[src/rtl/if_fetch_if.sv]
// Fetch-stage bus: stall/redirect controls, ROM port and IF/ID outputs.
// slave = fetch unit, master = surrounding pipeline/ROM.
interface if_fetch_if;
  logic        stall_if_i;
  logic        stall_id_i;
  logic        branch_flag_i;
  logic [31:0] branch_target_i;
  logic        rom_ce_o;
  logic [31:0] rom_addr_o;
  logic [31:0] rom_inst_i;
  logic [31:0] id_pc_o;
  logic [31:0] id_inst_o;
  logic        id_valid_o;
  logic        misalign_o;
  logic [31:0] trap_pc_o;
  logic [31:0] fetch_cnt_o;

  modport slave (
    input  stall_if_i, stall_id_i, branch_flag_i, branch_target_i, rom_inst_i,
    output rom_ce_o, rom_addr_o, id_pc_o, id_inst_o, id_valid_o,
           misalign_o, trap_pc_o, fetch_cnt_o
  );

  modport master (
    output stall_if_i, stall_id_i, branch_flag_i, branch_target_i, rom_inst_i,
    input  rom_ce_o, rom_addr_o, id_pc_o, id_inst_o, id_valid_o,
           misalign_o, trap_pc_o, fetch_cnt_o
  );
endinterface

[src/rtl/if_fetch.sv]
// Instruction fetch with IF/ID register: one instruction per cycle from a zero-wait ROM.
// Stalls hold PC (and IF/ID on stall_id); redirects flush; misaligned redirect freezes in TRAP.
module if_fetch #(
  parameter logic [31:0] START_PC = 32'h0000_0000,
  parameter logic [31:0] NOP_INST = 32'h0000_0013
) (
  input  logic        clk,
  input  logic        rst,
  if_fetch_if.slave   bus
);

  typedef enum logic [1:0] {IDLE, FETCH, TRAP} state_t;

  state_t      state_q, state_d;
  logic [31:0] pc_q, pc_d;
  logic        rom_ce_q, rom_ce_d;
  logic [31:0] id_pc_q, id_pc_d;
  logic [31:0] id_inst_q, id_inst_d;
  logic        id_valid_q, id_valid_d;
  logic        misalign_q, misalign_d;
  logic [31:0] trap_pc_q, trap_pc_d;
  logic [31:0] fetch_cnt_q, fetch_cnt_d;

  always_ff @(posedge clk) begin
    if (rst) begin
      state_q     <= IDLE;
      pc_q        <= START_PC;
      rom_ce_q    <= 1'b0;
      id_pc_q     <= 32'h0;
      id_inst_q   <= NOP_INST;
      id_valid_q  <= 1'b0;
      misalign_q  <= 1'b0;
      trap_pc_q   <= 32'h0;
      fetch_cnt_q <= 32'h0;
    end else begin
      state_q     <= state_d;
      pc_q        <= pc_d;
      rom_ce_q    <= rom_ce_d;
      id_pc_q     <= id_pc_d;
      id_inst_q   <= id_inst_d;
      id_valid_q  <= id_valid_d;
      misalign_q  <= misalign_d;
      trap_pc_q   <= trap_pc_d;
      fetch_cnt_q <= fetch_cnt_d;
    end
  end

  always_comb begin
    state_d     = state_q;
    pc_d        = pc_q;
    rom_ce_d    = rom_ce_q;
    id_pc_d     = id_pc_q;
    id_inst_d   = id_inst_q;
    id_valid_d  = id_valid_q;
    misalign_d  = misalign_q;
    trap_pc_d   = trap_pc_q;
    fetch_cnt_d = fetch_cnt_q;

    unique case (state_q)
      IDLE: begin
        state_d  = FETCH;
        rom_ce_d = 1'b1;
        pc_d     = START_PC;
      end

      FETCH: begin
        // Redirect beats both stalls; the wrong-path word in IF/ID is squashed.
        if (bus.branch_flag_i) begin
          id_pc_d    = 32'h0;
          id_inst_d  = NOP_INST;
          id_valid_d = 1'b0;
          if (bus.branch_target_i[1:0] != 2'b00) begin
            // PC is left alone so the ROM never sees a misaligned address.
            state_d    = TRAP;
            rom_ce_d   = 1'b0;
            misalign_d = 1'b1;
            trap_pc_d  = bus.branch_target_i;
          end else begin
            pc_d = bus.branch_target_i;
          end
        end else if (bus.stall_id_i) begin
          pc_d = pc_q;
        end else if (bus.stall_if_i) begin
          id_pc_d    = pc_q;
          id_inst_d  = NOP_INST;
          id_valid_d = 1'b0;
        end else begin
          id_pc_d     = pc_q;
          id_inst_d   = bus.rom_inst_i;
          id_valid_d  = 1'b1;
          pc_d        = pc_q + 32'd4;
          fetch_cnt_d = fetch_cnt_q + 32'd1;
        end
      end

      TRAP: begin
        state_d = TRAP;
      end

      default: begin
        state_d = IDLE;
      end
    endcase
  end

  assign bus.rom_ce_o    = rom_ce_q;
  assign bus.rom_addr_o  = pc_q;
  assign bus.id_pc_o     = id_pc_q;
  assign bus.id_inst_o   = id_inst_q;
  assign bus.id_valid_o  = id_valid_q;
  assign bus.misalign_o  = misalign_q;
  assign bus.trap_pc_o   = trap_pc_q;
  assign bus.fetch_cnt_o = fetch_cnt_q;

endmodule

[src/flat_wrapper.sv]
// flat-port wrapper written by rule: the top's interface ports become plain ports
module if_fetch_flat 
#(
  parameter logic [31:0] START_PC = 32'h0000_0000,
  parameter logic [31:0] NOP_INST = 32'h0000_0013
)
  (clk, rst, bus_stall_if_i, bus_stall_id_i, bus_branch_flag_i, bus_branch_target_i, bus_rom_inst_i, bus_rom_ce_o, bus_rom_addr_o, bus_id_pc_o, bus_id_inst_o, bus_id_valid_o, bus_misalign_o, bus_trap_pc_o, bus_fetch_cnt_o);
  if_fetch_if bus_i ();
  input  logic clk;
  input  logic rst;
  input wire logic [$bits(bus_i.stall_if_i)-1:0] bus_stall_if_i;
  input wire logic [$bits(bus_i.stall_id_i)-1:0] bus_stall_id_i;
  input wire logic [$bits(bus_i.branch_flag_i)-1:0] bus_branch_flag_i;
  input wire logic [$bits(bus_i.branch_target_i)-1:0] bus_branch_target_i;
  input wire logic [$bits(bus_i.rom_inst_i)-1:0] bus_rom_inst_i;
  output wire logic [$bits(bus_i.rom_ce_o)-1:0] bus_rom_ce_o;
  output wire logic [$bits(bus_i.rom_addr_o)-1:0] bus_rom_addr_o;
  output wire logic [$bits(bus_i.id_pc_o)-1:0] bus_id_pc_o;
  output wire logic [$bits(bus_i.id_inst_o)-1:0] bus_id_inst_o;
  output wire logic [$bits(bus_i.id_valid_o)-1:0] bus_id_valid_o;
  output wire logic [$bits(bus_i.misalign_o)-1:0] bus_misalign_o;
  output wire logic [$bits(bus_i.trap_pc_o)-1:0] bus_trap_pc_o;
  output wire logic [$bits(bus_i.fetch_cnt_o)-1:0] bus_fetch_cnt_o;
  assign bus_i.stall_if_i = bus_stall_if_i;
  assign bus_i.stall_id_i = bus_stall_id_i;
  assign bus_i.branch_flag_i = bus_branch_flag_i;
  assign bus_i.branch_target_i = bus_branch_target_i;
  assign bus_i.rom_inst_i = bus_rom_inst_i;
  assign bus_rom_ce_o = bus_i.rom_ce_o;
  assign bus_rom_addr_o = bus_i.rom_addr_o;
  assign bus_id_pc_o = bus_i.id_pc_o;
  assign bus_id_inst_o = bus_i.id_inst_o;
  assign bus_id_valid_o = bus_i.id_valid_o;
  assign bus_misalign_o = bus_i.misalign_o;
  assign bus_trap_pc_o = bus_i.trap_pc_o;
  assign bus_fetch_cnt_o = bus_i.fetch_cnt_o;
  if_fetch #(.START_PC(START_PC), .NOP_INST(NOP_INST)) u_core (.clk(clk), .rst(rst), .bus(bus_i));
endmodule
[config.mk]
export PLATFORM = sky130hd
export DESIGN_NAME = if_fetch_flat
export DESIGN_NICKNAME = d
export VERILOG_FILES = /design/src/rtl/if_fetch_if.sv /design/src/rtl/if_fetch.sv /design/src/flat_wrapper.sv
export SDC_FILE = /design/constraint.sdc
export NUM_CORES = 1
export LEC_CHECK = 0
export CAP_MARGIN = 30
export CELL_PAD_IN_SITES_DETAIL_PLACEMENT = 1
export CELL_PAD_IN_SITES_GLOBAL_PLACEMENT = 2
export CORE_ASPECT_RATIO = 1.5
export CORE_MARGIN = 5
export CORE_UTILIZATION = 28
export DETAILED_ROUTE_END_ITERATION = 6
export PLACE_DENSITY_LB_ADDON = 0.1
export SLEW_MARGIN = 20
export SYNTH_ARGS = -nofsm -noshare
export SYNTH_HDL_FRONTEND = slang
export SYNTH_SLANG_ARGS = --single-unit
[constraint.sdc]
create_clock -name clk -period 6.05 [get_ports clk]
set_clock_uncertainty 0.05 [all_clocks]
set_input_delay 1.815 -clock clk [delete_from_list [all_inputs] [get_ports clk]]
set_output_delay 1.815 -clock clk [all_outputs]
set_load 0.02 [all_outputs]
Word level (Yosys, flattened, before mapping)
Cells that the tools add are included.
Widths: inputs -> output; s select.
- add/sub/neg operators: 2
- equality and inequality tests: 8
- muxes and demuxes: 19
- bitwise logic cells: 3
- reductions and logical operators: 9
- operator list (operator ; number):
    $mux 32 ; 9
    $pmux 32 s2 ; 1
    $add 32x1->32 const B ; 1
    $add 32x3->32 const B ; 1
    $ne 3x3->1 const B ; 3
    $reduce_and 4->1 ; 2
    $pmux 2 s3 ; 1
    $reduce_and 3->1 ; 2
    $mux 1 ; 5
    $mux 2 ; 2
    $ne 2x1->1 const B ; 2
    $reduce_and 2->1 ; 2
    $reduce_bool 2->1 ; 2
    $not 1->1 ; 3
    $eq 2x1->1 const B ; 1
    $eq 2x2->1 const B ; 1
    $logic_not 2->1 ; 1
    $ne 2x2->1 const B ; 1
    $pmux 1 s2 ; 1
- register bits after elaboration: 165
- input bits: 69
- output and inout port bits: 163

Longest topological paths before layout
- depth in word-level cells: 5
- depth in mapped cells: 11
- mapped depth without buffers: 7

Least setup slack after synthesis
No wires, ideal clock.
- path type: in2reg
- from: in bus_branch_flag_i
- to: reg u_core.fetch_cnt_q[22] (netlist: u_core.bus.fetch_cnt_o[22])
- setup time: 0.128 ns
- arrival: 3.352 ns
- required time: 5.872 ns
- setup slack: 2.520 ns
- stages: 7
- buffers on the path: 2
- cells stage by stage: buf_2 -> or4b_1 -> buf_2 -> nor4_4 -> nand4_1 -> xnor2_1 -> nor2_1
- cells in the longest elaborated chain, start to end: 2
- RTL lines (item ; RTL line ; text):
    start, declared ; flat_wrapper.sv:13 ; input wire logic [$bits(bus_i.branch_flag_i)-1:0] bus_branch_flag_i;
    $not 1->1 (no line) ; n/a ;
    $reduce_and 4->1 (no line) ; n/a ;
    end signal, assigned ; if_fetch.sv:44 ; fetch_cnt_q <= fetch_cnt_d;
    end, declared ; if_fetch.sv:22 ; logic [31:0] fetch_cnt_q, fetch_cnt_d;
Every way passes these cells.
A chain may end at the register's enable or synchronous reset.

Worst setup path in the final report
- from: in bus_stall_if_i
- to: reg u_core.pc_q[17] (netlist: u_core.bus.rom_addr_o[17])
- cells in the longest elaborated chain, start to end: 2
- RTL lines (item ; RTL line ; text):
    start, declared ; flat_wrapper.sv:11 ; input wire logic [$bits(bus_i.stall_if_i)-1:0] bus_stall_if_i;
    $ne 3x3->1 (no line) ; n/a ;
    $reduce_and 4->1 (no line) ; n/a ;
    end signal, assigned ; if_fetch.sv:37 ; pc_q <= pc_d;
    end, declared ; if_fetch.sv:15 ; logic [31:0] pc_q, pc_d;
Every way passes these cells.

==> results.tsv <==
stage	metric	value	unit
floorplanning	core area	24350	µm²
setup_path	Crit Path Class	input port to flip-flop	
global_routing	initial antenna violation count	1	
placed_design	Routability Congestion	0.7554	
route	WL per Instance	19.29	µm
floorplanning	Initial Util	28.26	%
route	vias	6839	
power	Cell Pwr Density	314.9	nW/µm²
power	Max rail drop VDD	0.2239	mV
synthesis	Post-Syn Nets	899	
route	met3 wire length	1539	µm
min_path	worst min-delay path class	flip-flop to flip-flop	
synthesis	Unique masters post-synth	55	
setup_path	CP Max Fanout	24	
synthesis	post-synthesis adder-cell area fraction	0.9091	%
floorplanning	Die H	202.0	µm
synthesis	main combinational cell family by area after synthesis	simple AND/OR/NAND/NOR gates	
sta	final hold violations	0	
finish	share of cells above drive strength 1	5.400	%
global_routing	vias in the first global route	7099	
synthesis	Async SR Flop Fraction	0	%
synthesis	Seq/Total Area, Yosys	48.00	%
synthesis	Cells after Synth	825	
clock_network	CTS tree	done	
sta	Slew @ Worst Pin	0.9295	ns
synthesis	Ys Warns	0	
finish	commonest non-fill, non-tap cells in the layout	clkdlybuf4s50_1 (229), dfxtp_1 (165), nor2_1 (124), nand2_1 (102), a21oi_1 (63)	
clock_network	Clock Pin Slew Worst Setup and Hold Paths	0.06	ns
route	Iter 0 DRT Violations	366	
synthesis	EDFF count, synth	0	
setup_path	Worst setup SP type	input port	
sta	Final Cycle Share	68.75	%
global_routing	largest net degree at the start of global routing	72	
placed_design	pre-CTS setup slack	1.430	ns
synthesis	post-synthesis xor/xnor area fraction	4.073	%
route	met2 routed wirelength	13820	µm
global_routing	gr ovfl total	0	
global_routing	global-route usage over all layers	18.65	%
finish	P&R area growth vs syn	46.74	%
route	Met1 Wirelength	10520	µm
sta	fmax	240.4	MHz
floorplanning	die area	27880	µm²
setup_path	crit path capture type	flip-flop	
run	max_cap viols	0	
clock_network	Gates resized, CTS repair	0	
finish	fin nets	1099	
synthesis	multiplexer area fraction after synthesis	0.6000	%
placed_design	hpwl dp	18430	µm
floorplanning	# IOs	232	
power	Lkg Pwr	0.003481	µW
placed_design	PortBufs	231	
finish	most common cell after layout, fill and taps aside	clkdlybuf4s50_1	
finish	total area of sequential cells	3303	µm²
synthesis	post-synth top area cell	dfxtp_1	
route	DRC Markers	0	
route	vias per cell	5.021	
sta	relative slew slack	37.89	%
clock_network	hold_buf cts	0	
route	final wirelength	26270	µm
floorplanning	Rows	70	
clock_network	# Post-CTS Setup Buffers	0	
finish	filler cell count	2928	
clock_network	H-Tree Depth	4	
route	DR top layer	met4	
synthesis	Main synth FF type	dfxtp_1	
synthesis	Syn Std Cell Area	6882	µm²
status	status	finished clean	
clock_network	clk_lat worst skew	0.43	ns
synthesis	Synth Area per Inst	8.341	µm²
sta	setup TNS	0	ns
sta	# setup viols final	0	
route	DRT antenna net count	0	
clock_network	CTS root buf	clkbuf_16	
clock_network	Num CTS Buffers	17	
clock_network	Clock Sink Count	165	
clock_network	clock buffer depth	2	
sta	Final Worst Setup Slack	1.891	ns
synthesis	Seq cells post-synth	165	
synthesis	Synth Area in Compound Gates	17.49	%
synthesis	Post-Synth Simple-Gate Area	24.76	%
sta	Final Max Slew Viols	0	
synthesis	top cells by area, synth	dfxtp_1 (48%), nor2_1 (6.8%), a22oi_1 (6.7%), nand2_1 (5.6%), a21oi_1 (4.6%)	
sta	Period minus WS final	4.159	ns
finish	multi-input gate area in the final layout	3336	µm²
synthesis	post-synth top area share	48.00	%
floorplanning	die width	138	µm
setup_path	Crit path arrival time	4.46	ns
setup_path	data required time of the worst path	6.35	ns
global_routing	global-route wire length before repair	41810	µm
route	drt pass-1 iters	4	
sta	RSZ-0062 raised after global routing	false	
==> report_power, final <==
part	leakage [µW]	total, µW	switching [µW]	internal, µW
clock	0.000279	1100	451	650
sequential	0.00133	1230	75.6	1160
combinational	0.00187	847	545	303
==> layout make-up <==
class,count,area share (%)
tap,324,4.014
inverter,10,0.3717
clock buffer,24,4.869
clock inverter,7,0.9540
multi-input combinational,587,33.03
antenna,1,0.02478
timing repair buffer,244,24.02
sequential,165,32.71
==> through the flow <==
step | util (%) | area [µm²] | cells | hold slack, ns | total power, µW
6_report | 41.47 | 10100 | 1362 | 0.4017 | 3180
5_1_grt | 41.47 | 10100 | 1362 | 0.4152 | 3353
4_1_cts | 41.46 | 10100 | 1361 | 0.4052 | 3236
3_5_place_dp | 39.05 | 9508 | 1330 | 0.3958 | 2117
3_3_place_gp | 38.94 | 9480 | 1329 | 0.3893 | 2109
2_1_floorplan | - | 6882 | 825 | 0.3935 | 1734
==> worst paths after layout <==
kind | startpoint | endpoint | slack [ns] | cells after the start
hold reg to reg | u_core.bus.trap_pc_o[13] | u_core.bus.trap_pc_o[13] | 0.40 | 2
hold / removal | u_core.bus.trap_pc_o[13] | u_core.bus.trap_pc_o[13] | 0.40 | 2
setup / recovery | bus_stall_if_i | u_core.bus.rom_addr_o[17] | 1.89 | 6
setup reg to reg | u_core.state_q[1] | u_core.bus.rom_addr_o[17] | 2.95 | 6
==> layer usage <==
metal  track usage (%)  vias up
li1                  -     3313
met1             20.92     3346
met2             34.04      157
met3             5.562       23
met4             5.332        0
met5                 0        -
==> flip-flops by register name (all words and copies together) (netlist names) <==
register / flops
u_core.bus.rom_addr_o: 32
u_core.bus.rom_ce_o: 1
u_core.state_q: 2
u_core.bus.id_pc_o: 32
u_core.bus.id_valid_o: 1
u_core.bus.id_inst_o: 32
u_core.bus.fetch_cnt_o: 32
u_core.bus.trap_pc_o: 32
u_core.bus.misalign_o: 1
==> worst max-delay path: stages <==
cell and delay [ns]:
clkdlybuf4s50_1 0.56, nor2_1 0.27, o221a_2 0.60, nand3b_1 0.48
or4_1 0.61, o211ai_1 0.11
==> synthesized netlist by cell type (all sizes together), types with 2 or more instances <==
cell type	n
nor4	13
a32oi	3
dfxtp	165
o31ai	4
xnor2	4
mux2i	3
a21oi	63
o32ai	4
or4	4
a31oi	6
xor2	28
o211ai	4
and4	6
and3	16
ha	5
buf	10
nand4	31
or3	4
nor2	126
and2	4
nor2b	3
o21bai	3
inv	10
o22ai	3
a21boi	2
clkbuf	53
o21ai	17
nand3	38
nand2b	4
a221oi	2
a22oi	61
a21o	3
nand3b	2
nor3	5
nand2	102
==> logic make-up (layout without fill, tap and decap cells) <==
family | count (synthesis) | in the layout
and+or+nand+nor | 361 | 361
DFF | 165 | 165
buffers and inverters | 73 | 285
muxes | 4 | 4
other | 0 | 1
AOI/OAI and AO/OA | 185 | 185
xor gates and xnor gates | 32 | 32
adders and majority gates | 5 | 5
(Power assumes the default switching activity.)
